File: src/rtl/axi4_frame_wdma_pkg.sv
// Shared types and AXI constants for the frame write-DMA master.
// The optional W-path skid buffer is enabled with AXI4_FRAME_WDMA_SKID_EN.
package axi4_frame_wdma_pkg;

  typedef enum logic [2:0] {
    ST_IDLE = 3'd0,
    ST_ADDR = 3'd1,
    ST_DATA = 3'd2,
    ST_RESP = 3'd3,
    ST_DONE = 3'd4
  } wdma_state_e;

  localparam logic [2:0] AXI_SIZE_32B   = 3'b101;
  localparam logic [1:0] AXI_BURST_INCR = 2'b01;
  localparam logic [1:0] AXI_RESP_OKAY  = 2'b00;
  localparam int         BURST_MAX_BEATS = 8;
  localparam int         BEAT_BYTES      = 32;

endpackage

File: src/rtl/axi4_wdma_skid.sv
// Two-entry valid/ready skid buffer; in_ready and the out_* side come only
// from registers, so no combinational path crosses between the two sides.
module axi4_wdma_skid #(
  parameter int W = 256
) (
  input  logic         ACLK_i,
  input  logic         ARESET_i,
  input  logic [W-1:0] in_data,
  input  logic         in_valid,
  output logic         in_ready,
  output logic [W-1:0] out_data,
  output logic         out_valid,
  input  logic         out_ready
);

  logic [W-1:0] head_q, tail_q;
  logic [1:0]   cnt_q;
  logic         push, pop;

  assign push      = in_valid && in_ready;
  assign pop       = out_valid && out_ready;
  assign in_ready  = (cnt_q != 2'd2);
  assign out_valid = (cnt_q != 2'd0);
  assign out_data  = head_q;

  always_ff @(posedge ACLK_i or posedge ARESET_i) begin
    if (ARESET_i) begin
      head_q <= '0;
      tail_q <= '0;
      cnt_q  <= 2'd0;
    end else begin
      case ({push, pop})
        2'b10: begin
          if (cnt_q == 2'd0) head_q <= in_data;
          else               tail_q <= in_data;
          cnt_q <= cnt_q + 2'd1;
        end
        2'b01: begin
          head_q <= tail_q;
          cnt_q  <= cnt_q - 2'd1;
        end
        2'b11: begin
          // Head leaves while a new beat arrives: occupancy unchanged.
          if (cnt_q == 2'd1) begin
            head_q <= in_data;
          end else begin
            head_q <= tail_q;
            tail_q <= in_data;
          end
        end
        default: ;
      endcase
    end
  end

endmodule

File: src/rtl/axi4_frame_wdma.sv
// AXI4 write master streaming one frame of 256-bit pixel groups as INCR bursts
// of up to 8 beats, one burst in flight. AXI4_FRAME_WDMA_SKID_EN adds a W skid buffer.
module axi4_frame_wdma
  import axi4_frame_wdma_pkg::*;
#(
  parameter int MST_ID_W          = 3,
  parameter int DATA_WIDTH        = 256,
  parameter int ADDR_WIDTH        = 32,
  parameter int TRANS_BURST_W     = 2,
  parameter int TRANS_DATA_LEN_W  = 3,
  parameter int TRANS_DATA_SIZE_W = 3,
  parameter int TRANS_WR_RESP_W   = 2,
  parameter int FRAME_BEATS_W     = 12,
  parameter int MST_ID            = 0
) (
  input  logic                         ACLK_i,
  input  logic                         ARESET_i,
  input  logic                         frame_start_i,
  input  logic [ADDR_WIDTH-1:0]        frame_base_i,
  input  logic [FRAME_BEATS_W-1:0]     frame_beats_i,
  input  logic [DATA_WIDTH-1:0]        pg_data_i,
  input  logic                         pg_valid_i,
  output logic                         pg_ready_o,
  output logic [MST_ID_W-1:0]          m_AWID_o,
  output logic [ADDR_WIDTH-1:0]        m_AWADDR_o,
  output logic [TRANS_DATA_LEN_W-1:0]  m_AWLEN_o,
  output logic [TRANS_DATA_SIZE_W-1:0] m_AWSIZE_o,
  output logic [TRANS_BURST_W-1:0]     m_AWBURST_o,
  output logic                         m_AWVALID_o,
  input  logic                         m_AWREADY_i,
  output logic [DATA_WIDTH-1:0]        m_WDATA_o,
  output logic                         m_WLAST_o,
  output logic                         m_WVALID_o,
  input  logic                         m_WREADY_i,
  input  logic [MST_ID_W-1:0]          m_BID_i,
  input  logic [TRANS_WR_RESP_W-1:0]   m_BRESP_i,
  input  logic                         m_BVALID_i,
  output logic                         m_BREADY_o,
  output logic                         busy_o,
  output logic                         frame_done_o,
  output logic                         err_o,
  output wdma_state_e                  dbg_state_o
);

  // Handshake rule on every channel: a transfer happens on the rising edge
  // where valid and ready are both 1; a raised valid holds its payload stable
  // until that edge.

  wdma_state_e                 state_q, state_d;
  logic [ADDR_WIDTH-1:0]       addr_q;
  logic [FRAME_BEATS_W-1:0]    remaining_q;
  logic [TRANS_DATA_LEN_W-1:0] beat_cnt_q, awlen;
  logic [FRAME_BEATS_W-1:0]    burst_beats;
  logic                        err_q;
  logic                        in_addr, in_data, aw_hs, w_hs, b_hs, w_last;

  assign in_addr = (state_q == ST_ADDR);
  assign in_data = (state_q == ST_DATA);

  always_comb begin
    if (remaining_q >= FRAME_BEATS_W'(BURST_MAX_BEATS))
      awlen = TRANS_DATA_LEN_W'(BURST_MAX_BEATS - 1);
    else
      awlen = TRANS_DATA_LEN_W'(remaining_q - FRAME_BEATS_W'(1));
  end
  assign burst_beats = FRAME_BEATS_W'(awlen) + FRAME_BEATS_W'(1);

  assign m_AWID_o    = MST_ID_W'(MST_ID);
  assign m_AWSIZE_o  = AXI_SIZE_32B;
  assign m_AWBURST_o = AXI_BURST_INCR;
  assign m_AWADDR_o  = in_addr ? addr_q : '0;
  assign m_AWLEN_o   = in_addr ? awlen : '0;
  assign m_WLAST_o   = in_data && (beat_cnt_q == awlen);
  assign err_o       = err_q;
  assign dbg_state_o = state_q;

  assign aw_hs  = m_AWVALID_o && m_AWREADY_i;
  assign w_hs   = m_WVALID_o && m_WREADY_i;
  assign b_hs   = m_BVALID_i && m_BREADY_o;
  assign w_last = (beat_cnt_q == awlen);

`ifdef AXI4_FRAME_WDMA_SKID_EN
  logic [TRANS_DATA_LEN_W:0] in_cnt_q;
  logic                      accept_ok, skid_in_ready;

  // Intake is capped at the current burst length so nothing is prefetched
  // past WLAST; the buffer therefore drains empty before RESP.
  assign accept_ok  = in_data && (in_cnt_q <= {1'b0, awlen});
  assign pg_ready_o = skid_in_ready && accept_ok;

  always_ff @(posedge ACLK_i or posedge ARESET_i) begin
    if (ARESET_i)                     in_cnt_q <= '0;
    else if (aw_hs)                   in_cnt_q <= '0;
    else if (pg_valid_i && pg_ready_o) in_cnt_q <= in_cnt_q + 1'b1;
  end

  axi4_wdma_skid #(.W(DATA_WIDTH)) u_skid (
    .ACLK_i    (ACLK_i),
    .ARESET_i  (ARESET_i),
    .in_data   (pg_data_i),
    .in_valid  (pg_valid_i && accept_ok),
    .in_ready  (skid_in_ready),
    .out_data  (m_WDATA_o),
    .out_valid (m_WVALID_o),
    .out_ready (m_WREADY_i)
  );
`else
  assign m_WVALID_o = pg_valid_i && in_data;
  assign pg_ready_o = m_WREADY_i && in_data;
  assign m_WDATA_o  = pg_data_i;
`endif

  always_ff @(posedge ACLK_i or posedge ARESET_i) begin
    if (ARESET_i) state_q <= ST_IDLE;
    else          state_q <= state_d;
  end

  always_comb begin
    state_d = state_q;
    case (state_q)
      ST_IDLE: if (frame_start_i)
                 state_d = (frame_beats_i == '0) ? ST_DONE : ST_ADDR;
      ST_ADDR: if (aw_hs) state_d = ST_DATA;
      ST_DATA: if (w_hs && w_last) state_d = ST_RESP;
      ST_RESP: if (b_hs) state_d = (remaining_q != '0) ? ST_ADDR : ST_DONE;
      ST_DONE: state_d = ST_IDLE;
      default: state_d = ST_IDLE;
    endcase
  end

  always_comb begin
    m_AWVALID_o  = 1'b0;
    m_BREADY_o   = 1'b0;
    frame_done_o = 1'b0;
    busy_o       = 1'b1;
    case (state_q)
      ST_IDLE: busy_o       = 1'b0;
      ST_ADDR: m_AWVALID_o  = 1'b1;
      ST_RESP: m_BREADY_o   = 1'b1;
      ST_DONE: frame_done_o = 1'b1;
      default: ;
    endcase
  end

  always_ff @(posedge ACLK_i or posedge ARESET_i) begin
    if (ARESET_i) begin
      addr_q      <= '0;
      remaining_q <= '0;
      beat_cnt_q  <= '0;
      err_q       <= 1'b0;
    end else begin
      if (state_q == ST_IDLE && frame_start_i) begin
        // 256 B alignment keeps every 8x32 B burst inside one 4 KB page.
        addr_q      <= {frame_base_i[ADDR_WIDTH-1:8], 8'h00};
        remaining_q <= frame_beats_i;
        err_q       <= 1'b0;
      end
      if (aw_hs) beat_cnt_q <= '0;
      if (w_hs) begin
        if (w_last) begin
          remaining_q <= remaining_q - burst_beats;
          addr_q      <= addr_q + ADDR_WIDTH'(burst_beats) * ADDR_WIDTH'(BEAT_BYTES);
        end else begin
          beat_cnt_q <= beat_cnt_q + 1'b1;
        end
      end
      if (b_hs && (m_BRESP_i != AXI_RESP_OKAY || m_BID_i != MST_ID_W'(MST_ID)))
        err_q <= 1'b1;
    end
  end

endmodule

File: config.mk
export PLATFORM = sky130hd
export DESIGN_NAME = axi4_frame_wdma
export DESIGN_NICKNAME = d
export VERILOG_FILES = /design/src/rtl/axi4_frame_wdma_pkg.sv /design/src/rtl/axi4_wdma_skid.sv /design/src/rtl/axi4_frame_wdma.sv
export SDC_FILE = /design/constraint.sdc
export NUM_CORES = 1
export LEC_CHECK = 0
export ABC_AREA = 0
export CELL_PAD_IN_SITES_DETAIL_PLACEMENT = 1
export CELL_PAD_IN_SITES_GLOBAL_PLACEMENT = 1
export CORE_AREA = 2 2 240 242
export CTS_BUF_LIST = sky130_fd_sc_hd__clkbuf_2
export CTS_CLUSTER_SIZE = 14
export DETAILED_ROUTE_END_ITERATION = 8
export DIE_AREA = 0 0 242 244
export PLACE_DENSITY_LB_ADDON = 0.2
export SLEW_MARGIN = 30
export SYNTH_ARGS = -nofsm -noshare
export SYNTH_HDL_FRONTEND = slang
export SYNTH_SLANG_ARGS = --single-unit
File: constraint.sdc
create_clock -name ACLK_i -period 10.7 [get_ports ACLK_i]
set_clock_uncertainty 0.1 [all_clocks]
set_input_delay 1.07 -clock ACLK_i [delete_from_list [all_inputs] [get_ports ACLK_i]]
set_output_delay 1.07 -clock ACLK_i [all_outputs]
set_load 0.02 [all_outputs]
=== After elaboration in Yosys (flattened, before gate mapping) ===
Index checks and enable logic that the tools add are counted.

* Register bits: 51
* Word-level logic and storage cells: 62
* Output and inout port bits: 310

* Mux-type cells: 25
* Eq/ne operators: 9
* Add/subtract/negate cells: 5
* $lt $le $gt $ge: 1
* Reductions and logical operators: 17

{| class="wikitable"
|+ Operators with widths
! cell !! number
|-
| $mux 32 || 4
|-
| $mux 12 || 3
|-
| $mux 3 || 11
|-
| $add 32x9->32 || 1
|-
| $ge 12x4->1 const B || 1
|-
| $logic_not 12->1 || 1
|-
| $pmux 3 s4 || 1
|-
| $reduce_bool 12->1 || 1
|-
| $sub 12x4->12 || 1
|-
| $logic_and 1x1->1 || 9
|-
| $eq 3x2->1 const B || 2
|-
| $mux 1 || 6
|-
| $add 3x1->4 const B || 1
|-
| $ne 2x1->1 const B || 2
|-
| $ne 2x2->1 const B || 2
|-
| $reduce_and 4->1 || 1
|-
| $reduce_bool 2->1 || 2
|-
| $add 3x1->3 const B || 1
|-
| $eq 3x1->1 const B || 1
|-
| $eq 3x3->1 || 1
|-
| $eq 3x3->1 const B || 1
|-
| $logic_not 3->1 || 1
|-
| $reduce_bool 3->1 || 1
|-
| $sub 3x1->3 const B || 1
|-
| $logic_or 1x1->1 || 1
|}

=== Logic depth before layout (Yosys ltp) ===
Gate-level depths: netlist of run 1.

* Depth in word-level cells: 6
* Mapped depth: 14
* Gate-level depth less buffers: 14

=== Least setup slack after synthesis of run 1 ===
No wires, ideal clock.

* Path kind: register to register
* Start: register remaining_q[6]
* End: register addr_q[27]
* Arrival: 3.480 ns
* Path buffers: 1
* Data required time: 10.481 ns
* Stages on the path, launching flop included: 14
* Path slack: 7.001 ns
* Library setup time: 0.119 ns
* Cells stage by stage: dfrtp_1 > or4_4 > or2_2 > nor2_1 > nand2_1 > ha_1 > fa_1 > a21o_1 > a22o_1 > clkbuf_1 > nand2_1 > nor3_1 > o21a_1 > o21a_1

* Cells in the longest elaborated chain, start to end: 6

{| class="wikitable"
|+ Ends and longest elaborated chain
! what !! line !! source
|-
| start, declared || axi4_frame_wdma.sv:51 || <nowiki>logic [FRAME_BEATS_W-1:0] remaining_q;</nowiki>
|-
| start signal, assigned || axi4_frame_wdma.sv:155 || <nowiki>remaining_q <= frame_beats_i;</nowiki>
|-
| start signal, assigned || axi4_frame_wdma.sv:161 || <nowiki>remaining_q <= remaining_q - burst_beats;</nowiki>
|-
| $ge 12x4->1 * || axi4_frame_wdma.sv:61 || <nowiki>if (remaining_q >= FRAME_BEATS_W'(BURST_MAX_BEATS))</nowiki>
|-
| $mux 3 * || axi4_frame_wdma.sv:61 ||
|-
| $add 3x1->4 || axi4_frame_wdma.sv:66 || <nowiki>assign burst_beats = FRAME_BEATS_W'(awlen) + FRAME_BEATS_W'(1);</nowiki>
|-
| $add 32x9->32 || axi4_frame_wdma.sv:162 || <nowiki>addr_q <= addr_q + ADDR_WIDTH'(burst_beats) * ADDR_WIDTH'(BEAT_BYTES);</nowiki>
|-
| $mux 32 * || axi4_frame_wdma.sv:160 || <nowiki>if (w_last) begin</nowiki>
|-
| $mux 32 * || axi4_frame_wdma.sv:159 || <nowiki>if (w_hs) begin</nowiki>
|-
| end signal, assigned || axi4_frame_wdma.sv:154 || <nowiki>addr_q <= {frame_base_i[ADDR_WIDTH-1:8], 8'h00};</nowiki>
|-
| end signal, assigned || axi4_frame_wdma.sv:162 ||
|-
| end, declared || axi4_frame_wdma.sv:50 || <nowiki>logic [ADDR_WIDTH-1:0] addr_q;</nowiki>
|}

Mark *: on every way between the ends. The rest lies on a longest branch, timed or not.
A chain may end at the register's enable or synchronous reset.

=== Worst setup path in the final report of run 1 ===
* Start: register remaining_q[10]
* End: output port m_WLAST_o

* Cells in the longest elaborated chain, start to end: 4

{| class="wikitable"
|+ Ends and longest elaborated chain
! what !! line !! source
|-
| $ge 12x4->1 || axi4_frame_wdma.sv:61 ||
|-
| $mux 3 || axi4_frame_wdma.sv:61 ||
|-
| $eq 3x3->1 || axi4_frame_wdma.sv:73 || <nowiki>assign m_WLAST_o = in_data && (beat_cnt_q == awlen);</nowiki>
|-
| $logic_and 1x1->1 || axi4_frame_wdma.sv:73 ||
|-
| end, declared || axi4_frame_wdma.sv:32 || <nowiki>output logic m_WLAST_o,</nowiki>
|}

No other way between the ends.

==> summary.txt, run 1 <==
Status
  • Status: complete, no violations

Critical path
  • Slowest CP cell: or4_1
  • Reg-to-reg startpoint: remaining_q[6]
  • Worst R2R Setup Slack: 6270 ps
  • Crit Path Max Fanout: 5
  • Crit path kind: register to primary output
  • CP cell instances: or4_1, or3_1, o22ai_1, nand2_1, nor2_1, clkdlybuf4s50_1
  • WP data required: 9530 ps
  • Critical Path Max Stage Delay: 640 ps
  • Startpoint Class: register
  • Critical path endpoint category: primary output
  • Worst R2R Path Depth: 12
  • Crit path DAT: 3990 ps
  • Reg-to-Reg End: addr_q[28]

Synth
  • Async S/R FF share, synth: 100.0%
  • Cells after Synth: 708
  • Seq/Total Area, Yosys: 23.01%
  • Top FF cell, synth: dfrtp_1
  • Post-synth cell types: 54
  • Synth Register Bits: 51
  • Yosys warnings: 0
  • Post-synth EDFFs: 0
  • Synth Area per Inst: 7.832 µm²
  • Syn Std Cell Area: roughly 0.0055 mm²

Floorplanning
  • Cell Rows: 87
  • Die ar.: 0.05905 mm²
  • Initial cell density of the core: 9.873%
  • Area of the core: 0.05617 mm²
  • I/O pin count: 622
  • Die H: ~240 µm
  • Die Wd: between 200 and 250 µm

STA
  • Final Hold Viols: 0
  • Slew @ Worst Pin: ~810 ps
  • RSZ-0062 raised after global routing: no
  • Tmin final: slightly above 5000 ps
  • Max Freq: 193.9 MHz
  • Setup violators final: 0
  • Slew HR: 45.51%
  • Post-route setup TNS: 0 ps
  • Max Slew Vio Count: 0
  • Final cycle utilization of the critical path: between 40% and 50%

Route
  • Residual DRC: 0
  • Via Count: 3956
  • Drt first pass iters: 4
  • 1st-iter DRT viols: 114
  • Post-Route WL: around 24000 µm
  • Via density: 3.050
  • Routed len/inst: between 15 and 20 µm
  • Antenna-violating nets left: 0

Layout
  • Util after Layout: 9.841%
  • Layout cells sized above 1: 6.691%
  • Non-filler cells, final: 1297
  • Area growth, synth to finish: -0.3159%
  • Filler cells: 6750
  • Nets: between 800 and 900

CTS
  • # Post-CTS Setup Buffers: 0
  • Hold Buf Count CTS: 0
  • CTS clk-pin slew, worst paths: 410 ps
  • Root Buffer: clkbuf_2
  • CTS tree: done
  • Num CTS Buffers: 5
  • Clock sink count: 51
  • Clock latency at the later pin of the worst-skew pair: 670 ps
  • PostCTS Resize Cnt: 0
  • Clock buffer depth: 2
  • Max H-tree Level: 2

Pwr
  • Power density of the placed cells: 201.2 mW/mm²
  • Clock share of power: 10.4%
  • Leak Pwr: approximately 0.0020 µW
  • Combinational share of power: 56.6%
  • Net Sw Power: approximately 570 µW
  • Sequential power share: between 30 and 40%
  • Cell Int Power: 546.4 µW
  • Sw frac: 50.88%
  • Peak supply drop: 0.05809 mV

Place
  • Placed Cells: 1286
  • Gpl congestion: 0.6428
  • Port bufs: 93
  • Dpl hpwl: 18870 µm

Worst hold path
  • Min-Delay Startpoint: addr_q[3]
  • Hold path depth: 1
  • Hold Path Class: register to register
  • Hold EP: addr_q[3]

GRT
  • Initial antenna violation count: 4
  • Vias in the first global route: 4352
  • Largest net degree at the start of global routing: 44
  • Grt total ovfl: 0
  • First-pass GRT wire length: 33980 µm
  • Gr usage total: 8.109%

Flow run
  • MaxCap Viol Count: 0
-- worst max-delay path, delay by kind of cell, from the launching register on --
family,cells,cell delay [ps]
AOI/OAI and AO/OA,1,640
buffers and inverters,1,640
DFF,1,520
and+or+nand+nor,4,1530
-- logic make-up after synthesis --
kind of cell / synth area share [%]
AND/OR/NAND/NOR: 17.71
other: 0.1354
flip-flops: 23.01
buffers and inverters: 39.62
adder cells (fa/ha/maj): 3.204
AO/OA/AOI/OAI: 14.91
XOR/XNOR: 1.399
-- metrics by stage --
step                total power, µW  worst slack (ps)  hold slack (ps)  cell area (µm²)
finish                         1112              5542            424.8             5528
floorplan                     850.7              7001            344.2             5572
detailed placement             1027              6128            364.8             5468
CTS                            1166              5312            438.5             5520
global placement               1024              6144            363.0             5431
global route                   1234              5211            464.3             5528
-- Yosys cell counts (6+ instances only) --
master / count / share of area [%]
ha_1: 11 / 2.5
and2_1: 30 / 3.4
nand4_1: 6 / 0.68
clkbuf_1: 16 / 1.1
buf_4: 265 / 36
o32ai_1: 7 / 1.1
nand2_1: 37 / 2.5
a21o_1: 6 / 0.81
nand3_1: 15 / 1.4
a21oi_1: 30 / 2.7
o21ai_0: 21 / 1.9
a31oi_1: 16 / 1.8
dfrtp_1: 51 / 23
o22ai_1: 6 / 0.68
nor2_1: 59 / 4.0
nor4_1: 6 / 0.68
o21a_1: 14 / 1.9
inv_1: 28 / 1.9
nor3_1: 16 / 1.4
-- layer usage --
layer	track usage [%]	part of all wire [%]
met1	9.180	40
met3	3.819	10
met2	12.82	46
met4	3.813	3.4
met5	0.7353	0.29
-- state kept, by name, indices dropped and copies added (netlist names) --
name / cells
beat_cnt_q: 3
err_o: 1
remaining_q: 12
dbg_state_o: 3
addr_q: 32
-- worst max-delay path by stage --
stage | start | to | slack, ps | cells after the start
after global routing | remaining_q[10] | m_WLAST_o | 5210 | 6
after global placement | remaining_q[6] | addr_q[28] | 6140 | 12
after floorplan | remaining_q[6] | addr_q[27] | 7000 | 13
after CTS | remaining_q[10] | m_WLAST_o | 5310 | 6
after detailed placement | remaining_q[6] | addr_q[28] | 6130 | 12
final | remaining_q[10] | m_WLAST_o | 5540 | 6
-- layout by cell type, fill, tap and decap left out, drive strengths merged, types with 3 or more instances in the layout --
cell type,n
o32ai,7
nand4,6
inv,30
a31o,3
clkbuf,5
or3,3
o221a,4
nor3,17
xnor2,4
and3,4
o21a,14
a31oi,16
diode,3
and2,30
a21boi,3
xor2,4
a21o,6
dfrtp,51
clkdlybuf4s50,93
buf,9
a22o,3
nor2,59
o21ai,25
nand2,37
a21oi,30
nor4,7
ha,11
o22ai,6
conb,9
nand3,16
-- power groups by stage --
stage          Sequential [µW]  Combinational [µW]  Clock (µW)
2_1_floorplan              332                 519           0
3_3_place_gp               374                 650           0
3_5_place_dp               374                 653           0
4_1_cts                    370                 657         139
5_1_grt                    386                 705         143
6_report                   366                 630         116
-- area by class of cell --
cell class	instances	area (µm²)	area share, %
flip-flops and latches	51	1276	23.09
well taps	756	945.9	17.11
inverters	28	105.1	1.901
repair buffers	102	1018	18.42
multi-input cells	349	2122	38.39
diodes	3	7.507	0.1358
clock inverters	3	27.53	0.4980
clock buffers	5	25.02	0.4527
Note: power is estimated with default switching activity, not from simulation.
==> inputs of run 2 (changes only) <==
--- a/config.mk
+++ b/config.mk
@@ -8,11 +8,11 @@
 export ABC_AREA = 0
 export CELL_PAD_IN_SITES_DETAIL_PLACEMENT = 1
 export CELL_PAD_IN_SITES_GLOBAL_PLACEMENT = 1
-export CORE_AREA = 2 2 240 242
+export CORE_AREA = 2 2 239 241
 export CTS_BUF_LIST = sky130_fd_sc_hd__clkbuf_2
 export CTS_CLUSTER_SIZE = 14
 export DETAILED_ROUTE_END_ITERATION = 8
-export DIE_AREA = 0 0 242 244
+export DIE_AREA = 0 0 241 243
 export PLACE_DENSITY_LB_ADDON = 0.2
 export SLEW_MARGIN = 30
 export SYNTH_ARGS = -nofsm -noshare
==> constraint.sdc (replaced) <==
create_clock -name ACLK_i -period 4.9 [get_ports ACLK_i]
set_clock_uncertainty 0.1 [all_clocks]
set_input_delay 0.49 -clock ACLK_i [delete_from_list [all_inputs] [get_ports ACLK_i]]
set_output_delay 0.49 -clock ACLK_i [all_outputs]
set_load 0.02 [all_outputs]
==> summary.txt, run 2 (synthesized netlist as in run 1, its figures left out) <==
CTS
  • Max H-tree Level: 2 (unchanged)
  • PostCTS Resize Cnt: 0 (unchanged)
  • # Post-CTS Setup Buffers: 0 (unchanged)
  • Clock buffer depth: 2 (unchanged)
  • Hold Buf Count CTS: 1 (+1)
  • Clock sink count: 51 (unchanged)
  • Num CTS Buffers: 5 (unchanged)
  • CTS clk-pin slew, worst paths: 360 ps (-50 ps)
  • CTS tree: done
  • Root Buffer: clkbuf_2
  • Clock latency at the later pin of the worst-skew pair: 640 ps (-30 ps)

Worst hold path
  • Hold EP: addr_q[12]
  • Hold path depth: 3 (+2)
  • Hold Path Class: input pin to register
  • Min-Delay Startpoint: frame_base_i[12]

Layout
  • Nets: 866 (+0.46%)
  • Non-filler cells, final: 1300 (+0.23%)
  • Final Instance Area: 0.005562 mm² (+0.61%)
  • Most frequent cells in the layout: clkdlybuf4s50_1, nor2_1, dfrtp_1, nand2_1
  • Max FFs per register: 32 (unchanged)
  • Largest reg by FF count: addr_q
  • Filler cells: 6674 (-1.1%)
  • Leading cell type in the layout, fill and taps excluded: clkdlybuf4s50_1
  • Register area: 0.001276 mm² (unchanged)
  • Multi-input gate area: 0.002122 mm² (unchanged)
  • Util after Layout: 9.940% (+0.099 points)
  • Area growth, synth to finish: 0.2933%
  • Largest registers: addr_q x32, remaining_q x12
  • Layout cells sized above 1: 7.011% (+0.32 points)

Route
  • Drt first pass iters: 4 (unchanged)
  • 1st-iter DRT viols: 149 (+31%)
  • Post-Route WL: 23150 µm (-4.6%)
  • Residual DRC: 0 (unchanged)
  • Antenna-violating nets left: 0 (unchanged)
  • Routed len/inst: 17.80 µm (-4.8%)
  • Via Count: 3948 (-0.20%)
  • Via density: 3.037 (-0.43%)

Floorplanning
  • Area of the core: 0.05595 mm² (-0.39%)
  • I/O pin count: 622 (unchanged)
  • Die ar.: 0.05856 mm² (-0.82%)
  • Die H: 243 µm (-0.41%)
  • Initial cell density of the core: 9.911% (+0.038 points)
  • Die Wd: 241 µm (-0.41%)
  • Cell Rows: 87 (unchanged)

Flow run
  • MaxCap Viol Count: 0 (unchanged)

Pwr
  • Leak Pwr: 0.001987 µW (+1.3%)
  • Power density of the placed cells: 441.8 mW/mm² (+120%)
  • Peak supply drop: 0.07671 mV (+32%)

Place
  • Placed cell areas: 0.005483 mm² (+0.27%)
  • Gpl congestion: 0.6700 (+4.2%)
  • Port bufs: 93 (unchanged)
  • Placed Cells: 1289 (+0.23%)
  • Dpl hpwl: 17900 µm (-5.1%)

Critical path
  • Critical path endpoint category: primary output
  • Crit path kind: register to primary output
  • WP data required: 4310 ps (-5220 ps)
  • Reg-to-reg startpoint: remaining_q[6]
  • Crit Path Max Fanout: 5 (unchanged)
  • Reg-to-Reg End: remaining_q[8]
  • Worst R2R Path Depth: 14 (+2)
  • Slowest CP cell: or4_1
  • Critical Path Max Stage Delay: 650 ps (about the same)
  • Startpoint Class: register
  • Worst R2R Setup Slack: 730 ps (-5540 ps)
  • Crit path DAT: 3670 ps (-320 ps)
  • CP cell instances: or4_1, nor4_4, xor2_2, nand2_1, nor2_1, clkdlybuf4s50_1

GRT
  • First-pass GRT wire length: 32330 µm (-4.9%)
  • Grt total ovfl: 0 (unchanged)
  • Largest net degree at the start of global routing: 44 (unchanged)
  • Initial antenna violation count: 4 (unchanged)
  • Vias in the first global route: 4209 (-3.3%)
  • Gr usage total: 7.831% (-0.28 points)

STA
  • Tmin final: 4258 ps
  • RSZ-0062 raised after global routing: no
  • Max Slew Vio Count: 0 (unchanged)
  • Slew @ Worst Pin: 807.0 ps (-7.668 ps)
  • Final Hold Viols: 0 (unchanged)
  • Final cycle utilization of the critical path: 86.90%
  • Post-route setup TNS: 0 ps (unchanged)
  • Worst Hold Slack: 291.7 ps (-133.1 ps)
  • Max Freq: 234.8 MHz
  • Setup violators final: 0 (unchanged)
  • Slew HR: 46.02% (+0.51 points)

Status
  • Status: complete, no violations
-- run 2: cell count changes in the layout (fill, tap and decap cells not counted) --
cell,before,now
dlygate4sd3_1,0,1
buf_4,8,11
clkinv_1,0,1
bufinv_16,0,1
clkinvlp_4,1,0
inv_8,1,0
clkinv_2,0,1
inv_6,1,0
buf_12,0,1
buf_16,1,0
diode_2,3,2
-- run 2: worst max-delay path by stage --
stage | from | end | slack, ps | cells after the start
after floorplan | remaining_q[6] | addr_q[27] | 1200 | 13
after global placement | remaining_q[6] | remaining_q[8] | 710 | 14
after detailed placement | remaining_q[6] | remaining_q[8] | 690 | 14
after CTS | remaining_q[10] | m_WLAST_o | 380 | 6
after global routing | remaining_q[10] | m_WLAST_o | 330 | 6
final | remaining_q[10] | m_WLAST_o | 640 | 6
-- run 2: stage by stage --
| stage | power, µW | setup WS (ps) |
|---|---|---|
| 3_3_place_gp | 2234 | 711.5 |
| 4_1_cts | 2569 | 379.0 |
| 3_5_place_dp | 2238 | 687.5 |
| 5_1_grt | 2717 | 325.7 |
| 2_1_floorplan | 1858 | 1201 |
| 6_report | 2457 | 641.9 |
-- run 2: power by group --
group | switching [µW] | internal [µW]
combinational | 797 | 579
sequential | 220 | 578
clock | 200 | 83.6
-- run 2: critical path: cells and delay by family (launching register included) --
family | cells | cell delay, ps
XOR/XNOR | 1 | 370
buffers and inverters | 1 | 630
flip-flops | 1 | 500
AND/OR/NAND/NOR | 4 | 1550
-- run 2: area by class of cell --
class                   count  area share [%]
flip-flops and latches     51           22.95
repair buffers            106           18.76
clock buffers               5          0.4499
diodes                      2         0.08999
multi-input cells         349           38.16
inverters                  28           1.890
well taps                 756           17.01
clock inverters             3          0.6974
-- run 2: metal layers --
metal | vias to the layer above | track usage [%] | part of all wire, %
met2 | 220 | 11.74 | 44
li1 | 1763 | - | -
met4 | 2 | 3.450 | 3.2
met3 | 71 | 4.333 | 11
met5 | - | 0 | 0.056
met1 | 1892 | 9.072 | 41
